==> config.mk <==
export PLATFORM = sky130hd
export DESIGN_NAME = axi_burst_engine_flat
export DESIGN_NICKNAME = d
export VERILOG_FILES = /design/src/rtl/axi_burst_pkg.sv /design/src/rtl/axi_burst_engine_if.sv /design/src/rtl/axi_beat_counter.sv /design/src/rtl/axi_burst_engine.sv /design/src/flat_wrapper.sv
export SDC_FILE = /design/constraint.sdc
export NUM_CORES = 1
export LEC_CHECK = 0
export BUFFER_PORTS_ARGS = -buffer_cell sky130_fd_sc_hd__buf_4
export CAP_MARGIN = 20
export CORE_AREA = 2 2 267 269
export CTS_CLUSTER_DIAMETER = 200
export DETAILED_ROUTE_END_ITERATION = 7
export DIE_AREA = 0 0 269 271
export GPL_TIMING_DRIVEN = 0
export PLACE_DENSITY_LB_ADDON = 0.12
export SLEW_MARGIN = 20
export SYNTH_ARGS = -nofsm -noshare
export SYNTH_HDL_FRONTEND = slang
export SYNTH_HIERARCHICAL = 1
export SYNTH_SLANG_ARGS = --single-unit
==> constraint.sdc <==
create_clock -name clk -period 3.2 [get_ports clk]
set_input_delay 0.48 -clock clk [delete_from_list [all_inputs] [get_ports clk]]
set_output_delay 0.48 -clock clk [all_outputs]
set_load 0.03 [all_outputs]
==> src/rtl/axi_burst_pkg.sv <==
// ============================================================================
// axi_burst_pkg : shared types and constants for the AXI4 burst engine
// Revision      : 1.0
// ============================================================================
`default_nettype none

package axi_burst_pkg;

    typedef enum logic [2:0] {
        IDLE = 3'd0,
        AR   = 3'd1,
        RD   = 3'd2,
        AW   = 3'd3,
        WD   = 3'd4,
        WB   = 3'd5
    } state_t;

    localparam logic [1:0] BURST_INCR = 2'b01;
    localparam logic [1:0] RESP_OKAY  = 2'b00;

    // AXSIZE code for a full-width beat: log2 of the byte count
    function automatic logic [2:0] axsize(input int data_width);
        logic [2:0] code;
        code = 3'd0;
        for (int i = 0; i < 8; i++) begin
            if ((8 << i) == data_width) begin
                code = 3'(i);
            end
        end
        return code;
    endfunction

endpackage

`default_nettype wire

==> src/rtl/axi_burst_engine_if.sv <==
// ============================================================================
// axi_burst_engine_if : AXI4 master channel set (*_m_inf) for the burst engine
// Revision            : 1.0
// ============================================================================
`default_nettype none

interface axi_burst_engine_if #(
    parameter int ID_WIDTH   = 4,
    parameter int ADDR_WIDTH = 32,
    parameter int DATA_WIDTH = 128
);
    logic [ID_WIDTH-1:0]   awid_m_inf;
    logic [ADDR_WIDTH-1:0] awaddr_m_inf;
    logic [2:0]            awsize_m_inf;
    logic [1:0]            awburst_m_inf;
    logic [7:0]            awlen_m_inf;
    logic                  awvalid_m_inf;
    logic                  awready_m_inf;

    logic [DATA_WIDTH-1:0] wdata_m_inf;
    logic                  wlast_m_inf;
    logic                  wvalid_m_inf;
    logic                  wready_m_inf;

    logic [ID_WIDTH-1:0]   bid_m_inf;
    logic [1:0]            bresp_m_inf;
    logic                  bvalid_m_inf;
    logic                  bready_m_inf;

    logic [ID_WIDTH-1:0]   arid_m_inf;
    logic [ADDR_WIDTH-1:0] araddr_m_inf;
    logic [7:0]            arlen_m_inf;
    logic [2:0]            arsize_m_inf;
    logic [1:0]            arburst_m_inf;
    logic                  arvalid_m_inf;
    logic                  arready_m_inf;

    logic [ID_WIDTH-1:0]   rid_m_inf;
    logic [DATA_WIDTH-1:0] rdata_m_inf;
    logic [1:0]            rresp_m_inf;
    logic                  rlast_m_inf;
    logic                  rvalid_m_inf;
    logic                  rready_m_inf;

    modport master (
        output awid_m_inf, awaddr_m_inf, awsize_m_inf, awburst_m_inf, awlen_m_inf, awvalid_m_inf,
        input  awready_m_inf,
        output wdata_m_inf, wlast_m_inf, wvalid_m_inf,
        input  wready_m_inf,
        input  bid_m_inf, bresp_m_inf, bvalid_m_inf,
        output bready_m_inf,
        output arid_m_inf, araddr_m_inf, arlen_m_inf, arsize_m_inf, arburst_m_inf, arvalid_m_inf,
        input  arready_m_inf,
        input  rid_m_inf, rdata_m_inf, rresp_m_inf, rlast_m_inf, rvalid_m_inf,
        output rready_m_inf
    );

    modport slave (
        input  awid_m_inf, awaddr_m_inf, awsize_m_inf, awburst_m_inf, awlen_m_inf, awvalid_m_inf,
        output awready_m_inf,
        input  wdata_m_inf, wlast_m_inf, wvalid_m_inf,
        output wready_m_inf,
        output bid_m_inf, bresp_m_inf, bvalid_m_inf,
        input  bready_m_inf,
        input  arid_m_inf, araddr_m_inf, arlen_m_inf, arsize_m_inf, arburst_m_inf, arvalid_m_inf,
        output arready_m_inf,
        output rid_m_inf, rdata_m_inf, rresp_m_inf, rlast_m_inf, rvalid_m_inf,
        input  rready_m_inf
    );

endinterface

`default_nettype wire

==> src/rtl/axi_beat_counter.sv <==
// ============================================================================
// axi_beat_counter : 8-bit beat counter with last-beat compare against len
// Revision         : 1.0
// ============================================================================
`default_nettype none

module axi_beat_counter (
    input  wire logic       clk,
    input  wire logic       rst_n,
    input  wire logic       clr,
    input  wire logic       inc,
    input  wire logic [7:0] len,
    output logic      [7:0] cnt,
    output logic            last
);

    logic [7:0] cnt_q;
    logic [7:0] cnt_d;

    always_comb begin
        cnt_d = cnt_q;
        if (clr) begin
            cnt_d = 8'd0;
        end else if (inc) begin
            cnt_d = cnt_q + 8'd1;
        end
    end

    always_ff @(posedge clk or negedge rst_n) begin
        if (!rst_n) begin
            cnt_q <= 8'd0;
        end else begin
            cnt_q <= cnt_d;
        end
    end

    assign cnt  = cnt_q;
    assign last = (cnt_q == len);

endmodule

`default_nettype wire

==> src/rtl/axi_burst_engine.sv <==
// ============================================================================
// axi_burst_engine : single-outstanding AXI4 INCR burst master (read or write)
// Optional response checking enabled by defining AXI_RESP_CHECK_EN.
// Revision         : 1.0
// ============================================================================
`default_nettype none

module axi_burst_engine
    import axi_burst_pkg::*;
#(
    parameter int          ID_WIDTH   = 4,
    parameter int          ADDR_WIDTH = 32,
    parameter int          DATA_WIDTH = 128,
    parameter int unsigned AXI_ID     = 0,
    parameter int          LEN_WIDTH  = 8
) (
    input  wire logic                  clk,
    input  wire logic                  rst_n,
    input  wire logic                  cmd_valid,
    output logic                       cmd_ready,
    input  wire logic                  cmd_op,
    input  wire logic [ADDR_WIDTH-1:0] cmd_addr,
    input  wire logic [LEN_WIDTH-1:0]  cmd_len,
    output logic      [DATA_WIDTH-1:0] rd_data,
    output logic                       rd_valid,
    input  wire logic                  rd_ready,
    output logic                       rd_last,
    input  wire logic [DATA_WIDTH-1:0] wr_data,
    input  wire logic                  wr_valid,
    output logic                       wr_ready,
    output logic                       busy,
    output logic                       done,
    output logic                       err,
    axi_burst_engine_if.master         axi
);

    localparam logic [ID_WIDTH-1:0] AXI_ID_BITS = ID_WIDTH'(AXI_ID);
    localparam logic [2:0]          AXSIZE      = axsize(DATA_WIDTH);

    state_t                state_q, state_d;
    logic [ADDR_WIDTH-1:0] addr_q,  addr_d;
    logic [7:0]            len_q,   len_d;

    logic       cmd_acc;
    logic       r_hs;
    logic       w_hs;
    logic       b_hs;
    logic       cnt_inc;
    logic       cnt_last;
    logic [7:0] beat_cnt;

    assign cmd_acc = cmd_valid && cmd_ready;
    assign r_hs    = (state_q == RD) && axi.rvalid_m_inf && axi.rready_m_inf;
    assign w_hs    = (state_q == WD) && axi.wvalid_m_inf && axi.wready_m_inf;
    assign b_hs    = (state_q == WB) && axi.bvalid_m_inf;
    assign cnt_inc = r_hs || w_hs;

    axi_beat_counter u_beat_counter (
        .clk   (clk),
        .rst_n (rst_n),
        .clr   (cmd_acc),
        .inc   (cnt_inc),
        .len   (len_q),
        .cnt   (beat_cnt),
        .last  (cnt_last)
    );

    always_comb begin
        state_d = state_q;
        addr_d  = addr_q;
        len_d   = len_q;
        case (state_q)
            IDLE: begin
                if (cmd_valid) begin
                    addr_d  = cmd_addr;
                    len_d   = 8'(cmd_len);
                    state_d = cmd_op ? AW : AR;
                end
            end
            AR: if (axi.arready_m_inf) state_d = RD;
            RD: if (r_hs && axi.rlast_m_inf) state_d = IDLE;
            AW: if (axi.awready_m_inf) state_d = WD;
            WD: if (w_hs && cnt_last) state_d = WB;
            WB: if (b_hs) state_d = IDLE;
            default: state_d = IDLE;
        endcase
    end

    always_ff @(posedge clk or negedge rst_n) begin
        if (!rst_n) begin
            state_q <= IDLE;
            addr_q  <= '0;
            len_q   <= 8'd0;
        end else begin
            state_q <= state_d;
            addr_q  <= addr_d;
            len_q   <= len_d;
        end
    end

`ifdef AXI_RESP_CHECK_EN
    logic err_q, err_d;

    // A premature rlast is flagged against the registered count, before it increments
    always_comb begin
        err_d = err_q;
        if (cmd_acc) begin
            err_d = 1'b0;
        end else begin
            if (r_hs && ((axi.rresp_m_inf != RESP_OKAY) || (axi.rid_m_inf != AXI_ID_BITS) ||
                         (axi.rlast_m_inf && !cnt_last))) begin
                err_d = 1'b1;
            end
            if (b_hs && ((axi.bresp_m_inf != RESP_OKAY) || (axi.bid_m_inf != AXI_ID_BITS))) begin
                err_d = 1'b1;
            end
        end
    end

    always_ff @(posedge clk or negedge rst_n) begin
        if (!rst_n) begin
            err_q <= 1'b0;
        end else begin
            err_q <= err_d;
        end
    end

    assign err = err_q;
`else
    logic unused_resp;
    assign unused_resp = ^{axi.rresp_m_inf, axi.rid_m_inf, axi.bresp_m_inf, axi.bid_m_inf};
    assign err         = 1'b0;
`endif

    assign cmd_ready = (state_q == IDLE);
    assign busy      = (state_q != IDLE);
    assign done      = (r_hs && axi.rlast_m_inf) || b_hs;

    assign axi.arid_m_inf    = AXI_ID_BITS;
    assign axi.araddr_m_inf  = addr_q;
    assign axi.arlen_m_inf   = len_q;
    assign axi.arsize_m_inf  = AXSIZE;
    assign axi.arburst_m_inf = BURST_INCR;
    assign axi.arvalid_m_inf = (state_q == AR);

    // Read stream is gated by state so a lingering slave beat never leaks out in IDLE
    assign axi.rready_m_inf = (state_q == RD) && rd_ready;
    assign rd_valid         = (state_q == RD) && axi.rvalid_m_inf;
    assign rd_last          = (state_q == RD) && axi.rlast_m_inf;
    assign rd_data          = (state_q == RD) ? axi.rdata_m_inf : '0;

    assign axi.awid_m_inf    = AXI_ID_BITS;
    assign axi.awaddr_m_inf  = addr_q;
    assign axi.awlen_m_inf   = len_q;
    assign axi.awsize_m_inf  = AXSIZE;
    assign axi.awburst_m_inf = BURST_INCR;
    assign axi.awvalid_m_inf = (state_q == AW);

    assign axi.wvalid_m_inf = (state_q == WD) && wr_valid;
    assign axi.wlast_m_inf  = (state_q == WD) && cnt_last;
    assign axi.wdata_m_inf  = (state_q == WD) ? wr_data : '0;
    assign wr_ready         = (state_q == WD) && axi.wready_m_inf;

    assign axi.bready_m_inf = (state_q == WB);

    logic unused_cnt;
    assign unused_cnt = ^beat_cnt;

endmodule

`default_nettype wire

==> src/flat_wrapper.sv <==
// flat-port wrapper written by rule: the top's interface ports become plain ports
module axi_burst_engine_flat import axi_burst_pkg::*;
#(
    parameter int          ID_WIDTH   = 4,
    parameter int          ADDR_WIDTH = 32,
    parameter int          DATA_WIDTH = 128,
    parameter int unsigned AXI_ID     = 0,
    parameter int          LEN_WIDTH  = 8
)
  (clk, rst_n, cmd_valid, cmd_ready, cmd_op, cmd_addr, cmd_len, rd_data, rd_valid, rd_ready, rd_last, wr_data, wr_valid, wr_ready, busy, done, err, axi_awid_m_inf, axi_awaddr_m_inf, axi_awsize_m_inf, axi_awburst_m_inf, axi_awlen_m_inf, axi_awvalid_m_inf, axi_awready_m_inf, axi_wdata_m_inf, axi_wlast_m_inf, axi_wvalid_m_inf, axi_wready_m_inf, axi_bid_m_inf, axi_bresp_m_inf, axi_bvalid_m_inf, axi_bready_m_inf, axi_arid_m_inf, axi_araddr_m_inf, axi_arlen_m_inf, axi_arsize_m_inf, axi_arburst_m_inf, axi_arvalid_m_inf, axi_arready_m_inf, axi_rid_m_inf, axi_rdata_m_inf, axi_rresp_m_inf, axi_rlast_m_inf, axi_rvalid_m_inf, axi_rready_m_inf);
  axi_burst_engine_if #(.ID_WIDTH(ID_WIDTH), .ADDR_WIDTH(ADDR_WIDTH), .DATA_WIDTH(DATA_WIDTH)) axi_i ();
  input  wire logic clk;
  input  wire logic rst_n;
  input  wire logic cmd_valid;
  output logic cmd_ready;
  input  wire logic cmd_op;
  input  wire logic [ADDR_WIDTH-1:0] cmd_addr;
  input  wire logic [LEN_WIDTH-1:0] cmd_len;
  output logic      [DATA_WIDTH-1:0] rd_data;
  output logic rd_valid;
  input  wire logic rd_ready;
  output logic rd_last;
  input  wire logic [DATA_WIDTH-1:0] wr_data;
  input  wire logic wr_valid;
  output logic wr_ready;
  output logic busy;
  output logic done;
  output logic err;
  output wire logic [$bits(axi_i.awid_m_inf)-1:0] axi_awid_m_inf;
  output wire logic [$bits(axi_i.awaddr_m_inf)-1:0] axi_awaddr_m_inf;
  output wire logic [$bits(axi_i.awsize_m_inf)-1:0] axi_awsize_m_inf;
  output wire logic [$bits(axi_i.awburst_m_inf)-1:0] axi_awburst_m_inf;
  output wire logic [$bits(axi_i.awlen_m_inf)-1:0] axi_awlen_m_inf;
  output wire logic [$bits(axi_i.awvalid_m_inf)-1:0] axi_awvalid_m_inf;
  input wire logic [$bits(axi_i.awready_m_inf)-1:0] axi_awready_m_inf;
  output wire logic [$bits(axi_i.wdata_m_inf)-1:0] axi_wdata_m_inf;
  output wire logic [$bits(axi_i.wlast_m_inf)-1:0] axi_wlast_m_inf;
  output wire logic [$bits(axi_i.wvalid_m_inf)-1:0] axi_wvalid_m_inf;
  input wire logic [$bits(axi_i.wready_m_inf)-1:0] axi_wready_m_inf;
  input wire logic [$bits(axi_i.bid_m_inf)-1:0] axi_bid_m_inf;
  input wire logic [$bits(axi_i.bresp_m_inf)-1:0] axi_bresp_m_inf;
  input wire logic [$bits(axi_i.bvalid_m_inf)-1:0] axi_bvalid_m_inf;
  output wire logic [$bits(axi_i.bready_m_inf)-1:0] axi_bready_m_inf;
  output wire logic [$bits(axi_i.arid_m_inf)-1:0] axi_arid_m_inf;
  output wire logic [$bits(axi_i.araddr_m_inf)-1:0] axi_araddr_m_inf;
  output wire logic [$bits(axi_i.arlen_m_inf)-1:0] axi_arlen_m_inf;
  output wire logic [$bits(axi_i.arsize_m_inf)-1:0] axi_arsize_m_inf;
  output wire logic [$bits(axi_i.arburst_m_inf)-1:0] axi_arburst_m_inf;
  output wire logic [$bits(axi_i.arvalid_m_inf)-1:0] axi_arvalid_m_inf;
  input wire logic [$bits(axi_i.arready_m_inf)-1:0] axi_arready_m_inf;
  input wire logic [$bits(axi_i.rid_m_inf)-1:0] axi_rid_m_inf;
  input wire logic [$bits(axi_i.rdata_m_inf)-1:0] axi_rdata_m_inf;
  input wire logic [$bits(axi_i.rresp_m_inf)-1:0] axi_rresp_m_inf;
  input wire logic [$bits(axi_i.rlast_m_inf)-1:0] axi_rlast_m_inf;
  input wire logic [$bits(axi_i.rvalid_m_inf)-1:0] axi_rvalid_m_inf;
  output wire logic [$bits(axi_i.rready_m_inf)-1:0] axi_rready_m_inf;
  assign axi_awid_m_inf = axi_i.awid_m_inf;
  assign axi_awaddr_m_inf = axi_i.awaddr_m_inf;
  assign axi_awsize_m_inf = axi_i.awsize_m_inf;
  assign axi_awburst_m_inf = axi_i.awburst_m_inf;
  assign axi_awlen_m_inf = axi_i.awlen_m_inf;
  assign axi_awvalid_m_inf = axi_i.awvalid_m_inf;
  assign axi_i.awready_m_inf = axi_awready_m_inf;
  assign axi_wdata_m_inf = axi_i.wdata_m_inf;
  assign axi_wlast_m_inf = axi_i.wlast_m_inf;
  assign axi_wvalid_m_inf = axi_i.wvalid_m_inf;
  assign axi_i.wready_m_inf = axi_wready_m_inf;
  assign axi_i.bid_m_inf = axi_bid_m_inf;
  assign axi_i.bresp_m_inf = axi_bresp_m_inf;
  assign axi_i.bvalid_m_inf = axi_bvalid_m_inf;
  assign axi_bready_m_inf = axi_i.bready_m_inf;
  assign axi_arid_m_inf = axi_i.arid_m_inf;
  assign axi_araddr_m_inf = axi_i.araddr_m_inf;
  assign axi_arlen_m_inf = axi_i.arlen_m_inf;
  assign axi_arsize_m_inf = axi_i.arsize_m_inf;
  assign axi_arburst_m_inf = axi_i.arburst_m_inf;
  assign axi_arvalid_m_inf = axi_i.arvalid_m_inf;
  assign axi_i.arready_m_inf = axi_arready_m_inf;
  assign axi_i.rid_m_inf = axi_rid_m_inf;
  assign axi_i.rdata_m_inf = axi_rdata_m_inf;
  assign axi_i.rresp_m_inf = axi_rresp_m_inf;
  assign axi_i.rlast_m_inf = axi_rlast_m_inf;
  assign axi_i.rvalid_m_inf = axi_rvalid_m_inf;
  assign axi_rready_m_inf = axi_i.rready_m_inf;
  axi_burst_engine #(.ID_WIDTH(ID_WIDTH), .ADDR_WIDTH(ADDR_WIDTH), .DATA_WIDTH(DATA_WIDTH), .AXI_ID(AXI_ID), .LEN_WIDTH(LEN_WIDTH)) u_core (.clk(clk), .rst_n(rst_n), .cmd_valid(cmd_valid), .cmd_ready(cmd_ready), .cmd_op(cmd_op), .cmd_addr(cmd_addr), .cmd_len(cmd_len), .rd_data(rd_data), .rd_valid(rd_valid), .rd_ready(rd_ready), .rd_last(rd_last), .wr_data(wr_data), .wr_valid(wr_valid), .wr_ready(wr_ready), .busy(busy), .done(done), .err(err), .axi(axi_i));
endmodule
==> metrics.csv <==
stage,metric,value,unit
run_status,status,"complete, no violations",
sta,setup_violations,0,
global_route,grt_pass1_wl,55.3,mm
synthesis,ys_ff_latch,51,
layout,drive_gt1_share,65.8,%
clock_tree,cts_buffers,5,
layout,fillers,8069,
pwr,power.leakage,5.56,nW
routing,drtPass1Iterations,4,
synthesis,synth_largest_area_cell,and2_1,
setup_path,crit_path_max_fanout,10,
synthesis,synth_top_area_share,36.6,%
die,fp.coreArea,69800,µm²
setup_path,critPathArrivalTime,2380,ps
place,hpwl,39.6,mm
clock_tree,ctsHtreeMaxLevel,2,
place,gp_congestion,0.794,
clock_tree,cts_tree,built,
synthesis,yosys-top-cells-count,"and2_1, buf_4, dfrtp_1",
die,start_util,6.44,%
sta,min_period_over_period,89.3,%
routing,vias,6109,
sta,rsz0062_at_grt,false,
layout,area_growth,141,%
clock_tree,clockRootBuffer,clkbuf_16,
die,std_cell_rows,97,
routing,antenna_left,0,
global_route,grtUsageTotal,11.1,%
clock_tree,clk_pin_slew,80,ps
clock_tree,cts.sinks,51,
global_route,antenna_found_initial,14,
routing,drt_iter0_drc,168,
layout,nets,1516,
min_path,hold_path.class,in2async,
synthesis,synth_edf_count,0,
synthesis,synthCells,516,
sta,finClkSkew,10.1,ps
global_route,gr-total-overflow,0,
sta,min_period,2860,ps
pwr,finalPower,9.36,mW
sta,fmax,350,MHz
pwr,vdd.ir_drop.worst,0.643,mV
synthesis,syn_avg_cell_area,8.71,µm²
sta,report.final.slew_viol_count,0,
clock_tree,post_cts_buffers,0,
sta,worstMarginPinSlew,728,ps
global_route,grt_max_degree,52,
setup_path,critPathLaunchType,flop,
synthesis,synth.distinct_cells,36,
sta,hold_viol_final,0,
setup_path,worst-setup-path-type,reg2out,
clock_tree,clk_latency,310,ps
synthesis,yosys-top-cells-area,"and2_1, dfrtp_1, buf_4",
synthesis,seq_area_frac_synth,28.4,%
setup_path,cp-end-kind,primary output,
global_route,grt_pass1_vias,6405,
routing,routedWlPerCell,20.4,µm
routing,wl,43.7,mm
sta,slew_headroom,51.5,%
synthesis,synth_area,4490,µm²
synthesis,synth_most_common_cell,and2_1,
synthesis,async_flop_share,100,%
place,io_buffers,655,
synthesis,synth_flop_cell,dfrtp_1,
die,die_x,269,µm
routing,post-route-drc-count,0,
synthesis,ys_warn_count,6,
die,die_area,72900,µm²
pwr,power-per-cell-area,865,nW/µm²
die,ios,687,
die,fp.dieH,271,µm
sta,fin_setup_tns,0,ps
run,maxCapViolCount,0,
routing,routed_via_density,2.85,
setup_path,cp_data_required_time,2720,ps
clock_tree,clk_path_buf_depth,2,
[stage by stage]
step / hold WS [ps] / instance area, µm² / instances / utilization [%] / setup slack, ps
3_5_place_dp: 513 / 10700 / 2128 / 15.3 / 259
4_1_cts: 265 / 10800 / 2136 / 15.5 / 142
3_3_place_gp: 506 / 10700 / 2128 / 15.3 / 288
2_1_floorplan: 184 / 4560 / 533 / - / 931
6_report: 231 / 10800 / 2141 / 15.5 / 342
5_1_grt: 289 / 10800 / 2141 / 15.5 / 111
[registers in the layout (all words and copies together) (netlist names)]
register and count:
u_core/axi.araddr_m_inf 32, u_core/state_q 3, u_core/u_beat_counter/cnt 8, u_core/axi.arlen_m_inf 8
[critical path, stage by stage (launching register included)]
cell and delay, ps:
dfrtp_1 410, buf_2 210, nor3b_4 460, clkbuf_1 450
and2_1 310, buf_4 210
[per-layer routing]
metal | part of all wire [%] | GRT usage [%] | vias to the layer above | wire, µm
li1 | - | - | 2900 | -
met1 | 30 | 9.59 | 2808 | 13300
met2 | 54 | 21.4 | 367 | 23700
met3 | 14 | 6.13 | 28 | 6040
met4 | 1.4 | 3.57 | 6 | 594
met5 | 0.094 | 0 | - | 41
[where the power goes]
group / internal, mW / switching [mW]
clock: 0.315 / 0.276
sequential: 0.937 / 0.334
combinational: 2.93 / 4.57
[cells by family after synthesis]
group	count (synthesis)	synth area share, %
and+or+nand+nor	294	41.1
adders and majority gates	1	0.278
AOI/OAI and AO/OA	15	2.45
DFF	51	28.4
other	2	0.167
xor gates and xnor gates	12	2.34
muxes	42	10.5
buffers and inverters	99	14.8
[what timing repair did]
item                                    CTS  global route
endpoints found under the setup margin   14             0
hold buffers                              0             0
resized for setup                         2             0
[cells in the final DEF (no fill, tap or decap), types with 2 or more instances in the layout]
cell and count:
nor2_1 7, buf_4 718, xor2_1 3, diode_2 5, conb_1 19, dfrtp_1 51
or3_1 3, clkbuf_1 6, buf_6 4, and2_1 263, mux2_2 28, nor2b_1 2
nand2_1 6, clkbuf_16 5, nand4_1 6, inv_1 2, xnor2_1 9, mux2i_1 2
clkbuf_2 22, mux2_1 12, a32o_1 2, o21ai_0 4, a21oi_1 4, buf_2 2
[path summary, 6_finish.rpt]
kind / start / to / slack [ps] / cells after the start
worst max register to register: u_core/state_q[2] / u_core/u_beat_counter/cnt[5] / 690 / 8
worst min register to register: u_core/axi.araddr_m_inf[27] / u_core/axi.araddr_m_inf[27] / 520 / 1
max in group asynchronous: rst_n / u_core/axi.araddr_m_inf[20] / 2480 / 1
worst max-delay path: u_core/state_q[2] / rd_data[20] / 340 / 5
worst min-delay path: rst_n / u_core/axi.araddr_m_inf[31] / 230 / 1
min in group clk: cmd_len[5] / u_core/axi.arlen_m_inf[5] / 390 / 2
[cell type report]
cell class | instances | area (µm²) | area share [%]
multi-input cells | 383 | 2620 | 24.2
clock buffers | 7 | 143 | 1.32
inverters | 3 | 11.3 | 0.104
flip-flops and latches | 51 | 1280 | 11.8
well taps | 940 | 1180 | 10.9
clock inverters | 1 | 8.76 | 0.0810
diodes | 5 | 12.5 | 0.116
repair buffers | 655 | 4920 | 45.4
plain buffers | 96 | 657 | 6.07
(Power assumes the default switching activity.)
